$ cat config.mk
export PLATFORM = sky130hd
export DESIGN_NAME = w4a8_gemm_counter_bank_flat
export DESIGN_NICKNAME = d
export VERILOG_FILES = /design/src/rtl/w4a8_gemm_counter_bank_pkg.sv /design/src/rtl/w4a8_gemm_counter_bank_if.sv /design/src/rtl/w4a8_gemm_counter_lane.sv /design/src/rtl/w4a8_gemm_counter_bank.sv /design/src/flat_wrapper.sv
export SDC_FILE = /design/constraint.sdc
export NUM_CORES = 1
export LEC_CHECK = 0
export CAP_MARGIN = 20
export CORE_MARGIN = 2
export CORE_UTILIZATION = 35
export DETAILED_ROUTE_END_ITERATION = 7
export GPL_TIMING_DRIVEN = 0
export PLACE_DENSITY = 0.59
export SLEW_MARGIN = 20
export SYNTH_ARGS = -nofsm -noshare
export SYNTH_HDL_FRONTEND = slang
export SYNTH_SLANG_ARGS = --single-unit
$ cat constraint.sdc
create_clock -name ap_clk -period 5.58 [get_ports ap_clk]
set_clock_uncertainty 0.05 [all_clocks]
set_input_delay 1.116 -clock ap_clk [delete_from_list [all_inputs] [get_ports ap_clk]]
set_output_delay 1.116 -clock ap_clk [all_outputs]
set_load 0.02 [all_outputs]
$ cat src/rtl/w4a8_gemm_counter_bank_pkg.sv
// w4a8_gemm_counter_pkg: mode encodings and the shared next-count/event function
// cnt_step(cnt, inc, dec, w, sat) -> {nxt, ovf, unf}; operands are zero-extended to C_MAX_W
package w4a8_gemm_counter_pkg;
  localparam bit C_MODE_WRAP = 1'b0;
  localparam bit C_MODE_SAT = 1'b1;
  localparam int C_MAX_W = 32;
  typedef struct packed {
    logic [C_MAX_W-1:0] nxt;
    logic               ovf;
    logic               unf;
  } step_res_t;
  // Two guard bits hold both cnt+inc (no carry loss) and the sign of cnt-dec
  function automatic step_res_t cnt_step(
    input logic [C_MAX_W-1:0] cnt,
    input logic [C_MAX_W-1:0] inc,
    input logic [C_MAX_W-1:0] dec,
    input int unsigned        w,
    input bit                 sat
  );
    logic signed [C_MAX_W+1:0] raw;
    logic signed [C_MAX_W+1:0] lim;
    step_res_t r;
    lim = (34'sd1 <<< w) - 34'sd1;
    raw = $signed({2'b00, cnt}) + $signed({2'b00, inc}) - $signed({2'b00, dec});
    r.ovf = raw > lim;
    r.unf = raw < 34'sd0;
    r.nxt = sat ? (r.ovf ? lim[C_MAX_W-1:0] : r.unf ? '0 : raw[C_MAX_W-1:0])
                : raw[C_MAX_W-1:0] & lim[C_MAX_W-1:0];
    return r;
  endfunction
endpackage

$ cat src/rtl/w4a8_gemm_counter_bank_if.sv
// w4a8_gemm_counter_bank_if: strobes/steps in, counts and flags out
// master drives load/incr/decr/clr_sticky/clken, slave (the bank) drives count and flags
interface w4a8_gemm_counter_bank_if #(
  parameter int C_WIDTH      = 8,
  parameter int C_NUM_CH     = 4,
  parameter int C_STEP_WIDTH = 4
);
  logic                           clken;
  logic [C_NUM_CH-1:0]            load;
  logic [C_NUM_CH*C_WIDTH-1:0]    load_value;
  logic [C_NUM_CH-1:0]            incr;
  logic [C_NUM_CH*C_STEP_WIDTH-1:0] incr_step;
  logic [C_NUM_CH-1:0]            decr;
  logic [C_NUM_CH*C_STEP_WIDTH-1:0] decr_step;
  logic [C_NUM_CH-1:0]            clr_sticky;
  logic [C_NUM_CH*C_WIDTH-1:0]    count;
  logic [C_NUM_CH-1:0]            is_zero;
  logic [C_NUM_CH-1:0]            is_max;
  logic [C_NUM_CH-1:0]            ovf_sticky;
  logic [C_NUM_CH-1:0]            unf_sticky;
  logic                           all_zero;
  logic                           any_zero;
  modport master (
    output clken, load, load_value, incr, incr_step, decr, decr_step, clr_sticky,
    input  count, is_zero, is_max, ovf_sticky, unf_sticky, all_zero, any_zero
  );
  modport slave (
    input  clken, load, load_value, incr, incr_step, decr, decr_step, clr_sticky,
    output count, is_zero, is_max, ovf_sticky, unf_sticky, all_zero, any_zero
  );
endinterface

$ cat src/rtl/w4a8_gemm_counter_lane.sv
// w4a8_gemm_counter_lane: one up/down counter channel with max/zero flags and ovf/unf stickies
// in: ap_clk, ap_rst_n, clken_i, load_i/load_value_i, incr_i/incr_step_i, decr_i/decr_step_i, clr_sticky_i
// out: count_o, is_zero_o, is_max_o, ovf_o, unf_o (all registered)
module w4a8_gemm_counter_lane
  import w4a8_gemm_counter_pkg::*;
#(
  parameter int                 C_WIDTH      = 8,
  parameter int                 C_STEP_WIDTH = 4,
  parameter logic [C_WIDTH-1:0] C_INIT       = '0,
  parameter bit                 C_SATURATE   = C_MODE_SAT
) (
  input  logic                    ap_clk,
  input  logic                    ap_rst_n,
  input  logic                    clken_i,
  input  logic                    load_i,
  input  logic [C_WIDTH-1:0]      load_value_i,
  input  logic                    incr_i,
  input  logic [C_STEP_WIDTH-1:0] incr_step_i,
  input  logic                    decr_i,
  input  logic [C_STEP_WIDTH-1:0] decr_step_i,
  input  logic                    clr_sticky_i,
  output logic [C_WIDTH-1:0]      count_o,
  output logic                    is_zero_o,
  output logic                    is_max_o,
  output logic                    ovf_o,
  output logic                    unf_o
);
  logic [C_WIDTH-1:0] count_q, count_d;
  logic zero_q, max_q, ovf_q, unf_q, ovf_d, unf_d;
  step_res_t res;
  // Gating the steps by their strobes keeps undriven step inputs out of the state
  always_comb begin
    res = cnt_step(C_MAX_W'(count_q), incr_i ? C_MAX_W'(incr_step_i) : '0,
                   decr_i ? C_MAX_W'(decr_step_i) : '0, C_WIDTH, C_SATURATE);
    count_d = load_i ? load_value_i : C_WIDTH'(res.nxt);
    ovf_d = (ovf_q & ~clr_sticky_i) | (~load_i & res.ovf);
    unf_d = (unf_q & ~clr_sticky_i) | (~load_i & res.unf);
  end
  // Flags derive from count_d so they land in the same cycle as the count
  always_ff @(posedge ap_clk) begin
    if (!ap_rst_n) begin
      count_q <= C_INIT;
      zero_q  <= C_INIT == '0;
      max_q   <= &C_INIT;
      ovf_q   <= 1'b0;
      unf_q   <= 1'b0;
    end else if (clken_i) begin
      count_q <= count_d;
      zero_q  <= count_d == '0;
      max_q   <= &count_d;
      ovf_q   <= ovf_d;
      unf_q   <= unf_d;
    end
  end
  assign count_o   = count_q;
  assign is_zero_o = zero_q;
  assign is_max_o  = max_q;
  assign ovf_o     = ovf_q;
  assign unf_o     = unf_q;
endmodule

$ cat src/rtl/w4a8_gemm_counter_bank.sv
// w4a8_gemm_counter_bank: C_NUM_CH independent step counters plus all/any-zero reductions
// in: ap_clk, ap_rst_n (sync, active-low); bus: slave side of w4a8_gemm_counter_bank_if
module w4a8_gemm_counter_bank
  import w4a8_gemm_counter_pkg::*;
#(
  parameter int                 C_WIDTH      = 8,
  parameter int                 C_NUM_CH     = 4,
  parameter int                 C_STEP_WIDTH = 4,
  parameter logic [C_WIDTH-1:0] C_INIT       = '0,
  parameter bit                 C_SATURATE   = C_MODE_SAT
) (
  input logic                     ap_clk,
  input logic                     ap_rst_n,
  w4a8_gemm_counter_bank_if.slave bus
);
  for (genvar i = 0; i < C_NUM_CH; i++) begin : g_lane
    w4a8_gemm_counter_lane #(
      .C_WIDTH(C_WIDTH), .C_STEP_WIDTH(C_STEP_WIDTH), .C_INIT(C_INIT), .C_SATURATE(C_SATURATE)
    ) u_lane (
      .ap_clk      (ap_clk),
      .ap_rst_n    (ap_rst_n),
      .clken_i     (bus.clken),
      .load_i      (bus.load[i]),
      .load_value_i(bus.load_value[i*C_WIDTH +: C_WIDTH]),
      .incr_i      (bus.incr[i]),
      .incr_step_i (bus.incr_step[i*C_STEP_WIDTH +: C_STEP_WIDTH]),
      .decr_i      (bus.decr[i]),
      .decr_step_i (bus.decr_step[i*C_STEP_WIDTH +: C_STEP_WIDTH]),
      .clr_sticky_i(bus.clr_sticky[i]),
      .count_o     (bus.count[i*C_WIDTH +: C_WIDTH]),
      .is_zero_o   (bus.is_zero[i]),
      .is_max_o    (bus.is_max[i]),
      .ovf_o       (bus.ovf_sticky[i]),
      .unf_o       (bus.unf_sticky[i])
    );
  end
  assign bus.all_zero = &bus.is_zero;
  assign bus.any_zero = |bus.is_zero;
endmodule
$ cat src/flat_wrapper.sv
// flat-port wrapper written by rule: the top's interface ports become plain ports
module w4a8_gemm_counter_bank_flat import w4a8_gemm_counter_pkg::*;
#(
  parameter int                 C_WIDTH      = 8,
  parameter int                 C_NUM_CH     = 4,
  parameter int                 C_STEP_WIDTH = 4,
  parameter logic [C_WIDTH-1:0] C_INIT       = '0,
  parameter bit                 C_SATURATE   = C_MODE_SAT
)
  (ap_clk, ap_rst_n, bus_clken, bus_load, bus_load_value, bus_incr, bus_incr_step, bus_decr, bus_decr_step, bus_clr_sticky, bus_count, bus_is_zero, bus_is_max, bus_ovf_sticky, bus_unf_sticky, bus_all_zero, bus_any_zero);
  w4a8_gemm_counter_bank_if #(.C_WIDTH(C_WIDTH), .C_NUM_CH(C_NUM_CH), .C_STEP_WIDTH(C_STEP_WIDTH)) bus_i ();
  input logic ap_clk;
  input logic ap_rst_n;
  input wire logic [$bits(bus_i.clken)-1:0] bus_clken;
  input wire logic [$bits(bus_i.load)-1:0] bus_load;
  input wire logic [$bits(bus_i.load_value)-1:0] bus_load_value;
  input wire logic [$bits(bus_i.incr)-1:0] bus_incr;
  input wire logic [$bits(bus_i.incr_step)-1:0] bus_incr_step;
  input wire logic [$bits(bus_i.decr)-1:0] bus_decr;
  input wire logic [$bits(bus_i.decr_step)-1:0] bus_decr_step;
  input wire logic [$bits(bus_i.clr_sticky)-1:0] bus_clr_sticky;
  output wire logic [$bits(bus_i.count)-1:0] bus_count;
  output wire logic [$bits(bus_i.is_zero)-1:0] bus_is_zero;
  output wire logic [$bits(bus_i.is_max)-1:0] bus_is_max;
  output wire logic [$bits(bus_i.ovf_sticky)-1:0] bus_ovf_sticky;
  output wire logic [$bits(bus_i.unf_sticky)-1:0] bus_unf_sticky;
  output wire logic [$bits(bus_i.all_zero)-1:0] bus_all_zero;
  output wire logic [$bits(bus_i.any_zero)-1:0] bus_any_zero;
  assign bus_i.clken = bus_clken;
  assign bus_i.load = bus_load;
  assign bus_i.load_value = bus_load_value;
  assign bus_i.incr = bus_incr;
  assign bus_i.incr_step = bus_incr_step;
  assign bus_i.decr = bus_decr;
  assign bus_i.decr_step = bus_decr_step;
  assign bus_i.clr_sticky = bus_clr_sticky;
  assign bus_count = bus_i.count;
  assign bus_is_zero = bus_i.is_zero;
  assign bus_is_max = bus_i.is_max;
  assign bus_ovf_sticky = bus_i.ovf_sticky;
  assign bus_unf_sticky = bus_i.unf_sticky;
  assign bus_all_zero = bus_i.all_zero;
  assign bus_any_zero = bus_i.any_zero;
  w4a8_gemm_counter_bank #(.C_WIDTH(C_WIDTH), .C_NUM_CH(C_NUM_CH), .C_STEP_WIDTH(C_STEP_WIDTH), .C_INIT(C_INIT), .C_SATURATE(C_SATURATE)) u_core (.ap_clk(ap_clk), .ap_rst_n(ap_rst_n), .bus(bus_i));
endmodule
==> run_results.csv, run 1 <==
group,metric,value,unit
die,dieArea,14800,um^2
run_status,status,"completed",
sta,maxSlewViolCount,0,
clock_network,numCtsBuffers,5,
setup_path,worst_path_most_repeated_cell,"fa_1",
die,core,13700,um^2
routing,dr.pass1.iters,5,
final_layout,area_growth,35.1,%
die,die_y,122,um
clock_network,cts_root_buf,"clkbuf_16",
clock_network,cts.sinks,48,
clock_network,path_clk_slew,60,ps
sta,setup_viol,0,
routing,drcViolationCount,0,
final_layout,final_nets,888,
sta,tns,0,ps
setup_path,crit_chain,"clkdlybuf4s50_1 -> and2_1 -> fa_1 -> fa_1 -> a21o_1 -> a221oi_4 -> nand2_1 -> a21oi_1 -> ha_1 -> nor2b_1 -> o311ai_0 -> a31oi_2 -> a221oi_1 -> nor4_1 -> nand3_1 -> o311ai_2",
global_routing,grt_max_degree,15,
routing,vias,4823,
synthesis,mappedNetlistNets,750,
setup_path,cp.arrival,5390,ps
synthesis,synthDistinctLibCells,87,
die,row_count,43,
synthesis,async_flop_share,0,%
global_routing,gr-total-overflow,0,
routing,wl,14400,um
routing,first_iter_violations,272,
final_layout,multi_input_comb_area,3420,um^2
power,internal_power,1.02,mW
synthesis,ys_seq_area_share,19.8,%
clock_network,cts_max_level,2,
power,seq_power_share,23.8,%
sta,holdWs,418,ps
power,p_total,1.72,mW
global_routing,grt_pass1_wl,23200,um
final_layout,final_cell_mix,"clkdlybuf4s50_1 (131), inv_1 (70), nor2_1 (69), dfxtp_1 (48)",
sta,worst_slew_pin_slew,681,ps
final_layout,seq_area,961,um^2
placed_design,port-buffer-count,131,
placed_design,place_area,6390,um^2
power,power_leakage,2.72,nW
power,combPwrFrac,56.2,%
worst_hold_path,holdCritPathClass,"reg -> reg",
clock_network,ctsHoldBuffers,0,
synthesis,ys_ff_latch,48,
synthesis,syn_area_per_cell,8.00,um^2
setup_path,setup.worst_path.start_class,"input port",
global_routing,grt_usage,19.4,%
routing,ant_nets,0,
synthesis,synth_edf_count,0,
synthesis,syn-cell-area,4860,um^2
sta,rsz0062_at_grt,"false",
clock_network,cts_tree,"yes",
setup_path,cpPeakStageDelay,510,ps
global_routing,antenna_found_initial,0,
power,ir_drop,0.110,mV
setup_path,crit_slowest_cell,"clkdlybuf4s50_1",
run,maxCapViolCount,0,
die,die_x,122,um
placed_design,routabilityCongestion,0.852,
die,io_pins,133,
power,switching_share,40.6,%
placed_design,dp_slack,12.6,ps
sta,worst_slack,345,ps
clock_network,clk_path_buf_depth,2,
routing,routed_via_density,5.21,
placed_design,post-dp-hpwl,11800,um
power,p_sw,0.701,mW
global_routing,first_global_vias,4670,
sta,period_share,93.8,%
routing,wl_per_cell,15.5,um
clock_network,insertion_delay,290,ps
sta,hold_viol_final,0,
sta,fmax,191,MHz
final_layout,insertedDiodeCount,0,
final_layout,drive_gt1_share,7.91,%
setup_path,cp.required,5730,ps
synthesis,yosys_warnings,0,
setup_path,path_class,"in -> reg",
setup_path,crit_fanout,7,
clock_network,postCtsSetupBuffers,0,
final_layout,final_cell_area,6560,um^2
final_layout,final_common_cell,"clkdlybuf4s50_1",
power,powerDensity,263,nW/um^2
synthesis,netlist_instances,607,
sta,min_period,5240,ps
synthesis,synth_flop_cell,"dfxtp_1",
setup_path,rrSetupSlack,1410,ps
setup_path,crit_path_end_kind,"flop",
sta,maxSlewHeadroom,54.6,%
die,start_util,35.4,%
power,clockPowerShare,20.0,%
final_layout,nFillCells,1336,
routing by layer:
| metal | up-vias | wire length (um) | GRT usage [%] |
|---|---|---|---|
| met1 | 2284 | 6670 | 26.3 |
| met5 | - | 0 | 0 |
| met4 | 0 | 106 | 3.30 |
| met2 | 111 | 6900 | 33.6 |
| li1 | 2418 | - | - |
| met3 | 10 | 674 | 2.39 |
cells by family after synthesis:
logic type / Yosys count / synth area share, %
buffers and inverters: 106 / 9.95
multiplexers: 12 / 2.55
flip-flops: 48 / 19.8
AO/OA/AOI/OAI: 164 / 25.8
AND/OR/NAND/NOR: 200 / 20.9
XOR/XNOR: 17 / 3.07
adder cells (fa/ha/maj): 60 / 17.9
repair_timing:
| item | CTS | global route |
|---|---|---|
| endpoints found under the setup margin | 0 | 2 |
| hold endpoints to repair | 0 | 0 |
| gates resized for setup | 0 | 1 |
synth_stat cells, types with 6 or more instances:
cell type | count | area, um^2
a211oi_1 | 20 | 150
a21o_1 | 6 | 45.0
a21oi_1 | 23 | 115
a221oi_1 | 6 | 52.6
a22oi_1 | 6 | 45.0
a2bb2oi_1 | 7 | 61.3
a31oi_1 | 6 | 37.5
and2_1 | 22 | 138
buf_4 | 16 | 120
clkbuf_1 | 14 | 52.6
dfxtp_1 | 48 | 961
fa_1 | 16 | 320
ha_1 | 44 | 551
inv_1 | 70 | 263
mux2i_1 | 9 | 90.1
nand2_1 | 44 | 165
nand3_1 | 11 | 55.1
nor2_1 | 69 | 259
nor3_1 | 8 | 40.0
o211ai_1 | 8 | 60.1
o21ai_0 | 26 | 130
xnor2_1 | 6 | 52.6
xor2_1 | 11 | 96.3
worst max-delay path: cells and delay by family:
kind / cells / cell delay, ps
fa+ha+maj: 3 / 1080
compound gates: 7 / 1750
buf+inv: 1 / 510
simple gates: 5 / 930
layout make-up:
class,count,area share [%]
repair buffers,131,20.0
plain buffers,35,3.30
inverters,71,4.06
well taps,180,3.43
clock inverters,2,0.534
flip-flops and latches,48,14.6
clock buffers,6,1.96
multi-input cells,453,52.1
sequential cells by signal, indices dropped and copies added, names as in the netlist:
register,cells
u_core.g_lane.u_lane.is_max_o,4
u_core.g_lane.u_lane.ovf_o,4
u_core.g_lane.u_lane.unf_o,4
u_core.g_lane.u_lane.is_zero_o,4
u_core.g_lane.u_lane.count_o,32
per-stage QoR:
step	util, %	cells
6_report	47.8	926
5_1_grt	47.8	926
4_1_cts	47.8	926
3_5_place_dp	46.6	918
3_3_place_gp	46.6	918
2_1_floorplan	-	607
worst paths after layout:
| check | start | endpoint | depth (start not counted) |
|---|---|---|---|
| max | bus_incr[1] | u_core.g_lane[1].u_lane.is_zero_o | 16 |
| min | u_core.g_lane[1].u_lane.is_max_o | u_core.g_lane[1].u_lane.is_max_o | 1 |
| max reg2reg | u_core.g_lane[1].u_lane.count_o[1] | u_core.g_lane[1].u_lane.is_zero_o | 14 |
| min reg2reg | u_core.g_lane[1].u_lane.is_max_o | u_core.g_lane[1].u_lane.is_max_o | 1 |
power groups by stage:
stage	sequential (mW)	combinational, mW	clock (mW)
floorplan	0.438	0.654	0
global placement	0.419	0.944	0
detailed placement	0.419	0.961	0
CTS	0.411	0.967	0.354
global route	0.416	1.08	0.370
finish	0.411	0.969	0.346
Power figures use the tool's default switching activity.
==> run 2, diff against run 1 <==
Settings changed: PLACE_DENSITY 0.59 to 0.62.
Clock period 5.58 ns to 4.2 ns, I/O delays scaled along.
==> run 2 against run 1 <==
Net effect: worst hold slack gained 3.1 ps; sequential cell count is the same; sequential power grew 33%; critical path depth grew 2; clock power grew 45%; via count grew 4.8%; global-route usage grew 1.2 points; register-to-register slack lost 920 ps; first-iteration DRC count grew 22%; critical endpoint is now u_core.g_lane[2].u_lane.is_zero_o; highest routed layer unchanged.
==> run_results.csv, run 2 (same netlist as run 1, synthesis figures left out) <==
group,metric,value,unit
power,switching_share,40.9,%
sta,setup_viol,0,
global_routing,first_global_vias,4986,
sta,hold_viol_final,0,
clock_network,numCtsBuffers,5,
final_layout,final_common_cell,"clkdlybuf4s50_1",
global_routing,grt_pass1_wl,24600,um
clock_network,clk_path_buf_depth,2,
routing,dr.pass1.iters,5,
placed_design,place_area,6450,um^2
setup_path,crit_start,"bus_incr[2]",
power,combPwrFrac,61.0,%
final_layout,final_cell_mix,"clkdlybuf4s50_1 (107), nor2_1 (67), inv_1 (63), dfxtp_1 (48), buf_4 (44)",
sta,maxSlewViolCount,0,
die,start_util,35.4,%
setup_path,crit_fanout,8,
global_routing,grt_usage,20.7,%
die,die_y,122,um
global_routing,gr-total-overflow,0,
power,p_sw,1.10,mW
placed_design,routabilityCongestion,0.834,
setup_path,cp.arrival,4230,ps
run_status,status,"completed",
power,powerDensity,367,nW/um^2
routing,vias,5053,
sta,min_period,4100,ps
routing,drcViolationCount,0,
global_routing,antenna_found_initial,0,
placed_design,dp_slack,-799,ps
final_layout,insertedDiodeCount,0,
power,internal_power,1.59,mW
routing,ant_nets,0,
setup_path,crit_path_end_kind,"flop",
clock_network,cts_tree,"yes",
power,clockPowerShare,18.7,%
setup_path,cp.required,4330,ps
power,ir_drop,0.205,mV
setup_path,path_class,"in -> reg",
final_layout,final_cell_area,7350,um^2
sta,worst_slack,97.5,ps
routing,first_iter_violations,333,
final_layout,area_growth,51.4,%
routing,wl_per_cell,16.5,um
power,p_total,2.69,mW
placed_design,place_inst,918,
clock_network,cts_max_level,2,
setup_path,setup.worst_path.start_class,"input port",
clock_network,cts.sinks,48,
clock_network,ctsHoldBuffers,0,
final_layout,layout.cells.non_filler,955,
placed_design,post-dp-hpwl,11800,um
sta,fmax,244,MHz
power,power_leakage,3.06,nW
die,die_x,122,um
sta,rsz0062_at_grt,"true",
power,seq_power_share,20.3,%
final_layout,final_nets,917,
setup_path,reg2reg_from,"u_core.g_lane[1].u_lane.count_o[0]",
global_routing,grt_max_degree,15,
clock_network,cts_root_buf,"clkbuf_16",
sta,worst_slew_pin_slew,800,ps
clock_network,path_clk_slew,70,ps
die,io_pins,133,
placed_design,port-buffer-count,131,
worst_hold_path,hp-start,"u_core.g_lane[1].u_lane.is_max_o",
final_layout,largest_register_ffs,32,
final_layout,drive_gt1_share,22.6,%
routing,routed_via_density,5.29,
run,maxCapViolCount,0,
sta,period_share,97.7,%
worst_hold_path,holdCritPathClass,"reg -> reg",
sta,maxSlewHeadroom,46.2,%
clock_network,insertion_delay,300,ps
die,core,13700,um^2
die,dieArea,14800,um^2
die,row_count,43,
routing,wl,15800,um
-- run 2: cell types whose count changed in the layout (fill, tap and decap cells not counted), sizes merged, moves of 4 or more --
cell           previous run  this run
buf                      19        51
clkdlybuf4s50           131       107
dlymetal6s2s              0        11
dlygate4sd2               0         5
clkbuf                   21        25
-- run 2: worst max-delay path, cell delays in order --
cell	delay, ps
buf_8	100
and2_4	140
fa_1	490
fa_2	400
a211oi_4	290
o21ai_2	110
a21oi_2	180
nor2_1	60
nor2_1	110
ha_1	240
nand2b_1	110
buf_8	130
nor3b_2	40
o21ai_1	160
o22ai_1	120
a31oi_2	270
nor3_2	80
a311o_1	350
-- run 2: cell type report --
type                    count  area [um^2]
fillers                  1276         6370
multi-input cells         454         3960
repair buffers            159         1530
flip-flops and latches     48          961
inverters                  71          267
plain buffers              35          228
well taps                 180          225
clock buffers               7          153
clock inverters             1         30.0
-- run 2: power groups by stage --
stage / logic, mW / clock network, mW / registers (mW)
3_5_place_dp: 1.31 / 0 / 0.557
2_1_floorplan: 0.900 / 0 / 0.583
5_1_grt: 1.79 / 0.529 / 0.555
6_report: 1.64 / 0.503 / 0.547
4_1_cts: 1.47 / 0.504 / 0.548
3_3_place_gp: 1.28 / 0 / 0.556
-- run 2: worst paths after layout --
path / slack [ps] / cells past startpoint / end
max: 100 / 18 / u_core.g_lane[2].u_lane.is_zero_o
min: 420 / 1 / u_core.g_lane[1].u_lane.is_max_o
max reg2reg: 490 / 18 / u_core.g_lane[1].u_lane.is_zero_o
min reg2reg: 420 / 1 / u_core.g_lane[1].u_lane.is_max_o
-- run 2: per-stage QoR --
step / setup TNS (ps) / util, % / hold slack [ps]
after floorplan: 0 / - / 371
after global placement: -16900 / 47.0 / 404
after detailed placement: -19060 / 47.0 / 407
after CTS: 0 / 50.8 / 423
after global routing: -171 / 53.6 / 434
final: 0 / 53.6 / 421
-- run 2: repair_timing --
item	CTS	global route
setup endpoints to repair	36	20
cloned	1	0
setup buffers	16	12
pin swaps	38	55
gates resized for setup	59	81
endpoints found under the hold margin	0	0
-- run 2: routing by layer --
metal | track usage [%] | vias up | part of all wire (%) | wire length [um]
met5 | 0 | - | 0 | 0
met4 | 3.30 | 0 | 0.47 | 74
met3 | 3.04 | 9 | 4.4 | 691
met2 | 36.8 | 126 | 51 | 8050
met1 | 26.9 | 2434 | 44 | 6940
li1 | - | 2484 | - | -
==> run 3, diff against run 2 <==
Settings changed: REMOVE_ABC_BUFFERS set to 1.
==> run 3 against run 2 <==
Net effect: sequential share of layout area is 0.16 points higher; combinational power hardly changed; count of clock-buffer cells in the layout fell by 1; register-to-register slack is essentially flat; total power is 1.4% lower; cell count fell by 2.0%; sequential cell count unchanged; fmax up 0.23%; critical path type unchanged.
==> run_results.csv, run 3 (same netlist as run 1, synthesis figures left out) <==
group,metric,value,unit
setup_path,setup.worst_path.start_class,"input port",
setup_path,cp.buffers_inverters,4,
sta,fmax,244,MHz
setup_path,cp.required,4350,ps
setup_path,crit_chain,"buf_8 -> and2_4 -> fa_1 -> inv_2 -> ha_4 -> a21o_1 -> a221oi_4 -> nand2_2 -> a21oi_2 -> ha_1 -> nor2b_4 -> o311ai_4 -> a31oi_2 -> buf_6 -> buf_6 -> a221oi_4 -> nor4_2 -> nand3_1 -> o311ai_2",
sta,period_share,97.5,%
setup_path,crit_start,"bus_decr[1]",
global_routing,grt_max_degree,35,
final_layout,largest_register_ffs,32,
routing,routed_via_density,5.25,
power,powerDensity,366,nW/um^2
placed_design,post-dp-hpwl,11000,um
die,start_util,35.4,%
die,core,13700,um^2
sta,maxSlewHeadroom,44.8,%
routing,drcViolationCount,0,
sta,maxSlewViolCount,0,
final_layout,insertedDiodeCount,0,
routing,topRoutingLayerUsed,"met4",
routing,wl_per_cell,15.8,um
routing,dr.pass1.iters,4,
global_routing,antenna_found_initial,0,
sta,holdWs,426,ps
global_routing,grt_pass1_wl,23300,um
power,p_total,2.66,mW
die,io_pins,133,
clock_network,cts_tree,"yes",
routing,vias,4917,
worst_hold_path,hp-start,"u_core.g_lane[1].u_lane.is_max_o",
final_layout,drive_gt1_share,22.5,%
sta,setup_viol,0,
routing,first_iter_violations,228,
final_layout,final_common_cell,"clkdlybuf4s50_1",
global_routing,first_global_vias,4870,
die,dieArea,14800,um^2
routing,ant_nets,0,
final_layout,area_growth,49.5,%
run_status,status,"completed",
global_routing,gr-total-overflow,0,
clock_network,cts_max_level,2,
sta,worst_slack,107,ps
setup_path,crit_family,"compound AO/OA/AOI/OAI gates",
clock_network,cts.sinks,48,
sta,min_period,4090,ps
sta,worst_slew_pin_slew,822,ps
placed_design,routabilityCongestion,0.859,
placed_design,dp_slack,-1170,ps
placed_design,port-buffer-count,132,
clock_network,cts_root_buf,"clkbuf_16",
sta,tns,0,ps
power,ir_drop,0.169,mV
routing,wl_met2,7820,um
worst_hold_path,holdCritPathClass,"reg -> reg",
setup_path,cpPeakStageDelay,540,ps
clock_network,path_clk_slew,70,ps
sta,rsz0062_at_grt,"true",
setup_path,rrSetupSlack,480,ps
final_layout,final_cell_mix,"clkdlybuf4s50_1 (103), nor2_1 (68), inv_1 (62), dfxtp_1 (48), nand2_1 (37)",
setup_path,crit_slowest_cell,"fa_1",
global_routing,grt_usage,19.2,%
routing,route.met3.wl,631,um
clock_network,clk_path_buf_depth,2,
setup_path,crit_fanout,5,
power,power_leakage,3.07,nW
routing,wl,14800,um
setup_path,cp.arrival,4250,ps
clock_network,ctsHoldBuffers,0,
die,row_count,43,
die,die_x,122,um
sta,hold_viol_final,0,
setup_path,crit_path_end_kind,"flop",
final_layout,final_nets,898,
clock_network,insertion_delay,290,ps
setup_path,reg2reg_from,"u_core.g_lane[1].u_lane.count_o[0]",
clock_network,numCtsBuffers,5,
die,die_y,122,um
routing,wl_met1,6250,um
run,maxCapViolCount,0,
setup_path,path_class,"in -> reg",
[run 3: changes by cell type in the layout (fill, tap and decap cells not counted), sizes merged, moves of 3 or more]
cell,previous run,this run
dlygate4sd2,5,2
dlymetal6s2s,11,16
clkdlybuf4s50,107,103
clkbuf,25,11
buf,51,48
[run 3: final cells by class]
cell class	instances	area, um^2
sequential	48	961
clock inverter	2	35.0
timing repair buffer	176	1730
tap	180	225
fill	1297	6460
multi-input combinational	453	3920
clock buffer	6	129
inverter	71	267
[run 3: path summary, 6_finish.rpt]
check                                                          to  cells after the start
worst min-delay path             u_core.g_lane[1].u_lane.is_max_o                      1
worst max register to register  u_core.g_lane[1].u_lane.is_zero_o                     19
worst min register to register   u_core.g_lane[1].u_lane.is_max_o                      1
worst max-delay path            u_core.g_lane[1].u_lane.is_zero_o                     19
[run 3: metrics by stage]
step	instance area, um^2	util, %	instances
2_1_floorplan	4640	-	572
3_3_place_gp	6190	45.1	884
3_5_place_dp	6230	45.4	886
4_1_cts	6850	49.9	916
5_1_grt	7260	52.9	936
6_report	7260	52.9	936
[run 3: what timing repair did]
action	CTS	global route
pin swaps	40	59
endpoints found under the setup margin	37	21
resized for setup	82	81
cloned	0	0
hold endpoints to repair	0	0
buffers inserted	22	20
[run 3: power by group]
part	internal [mW]	switching, mW
Clock	0.281	0.185
Combinational	0.796	0.851
Sequential	0.500	0.0436
[run 3: metal layers]
layer,global-route usage (%),vias up
li1,-,2436
met1,24.6,2359
met2,34.4,109
met3,2.57,13
met4,3.74,0
met5,0,-
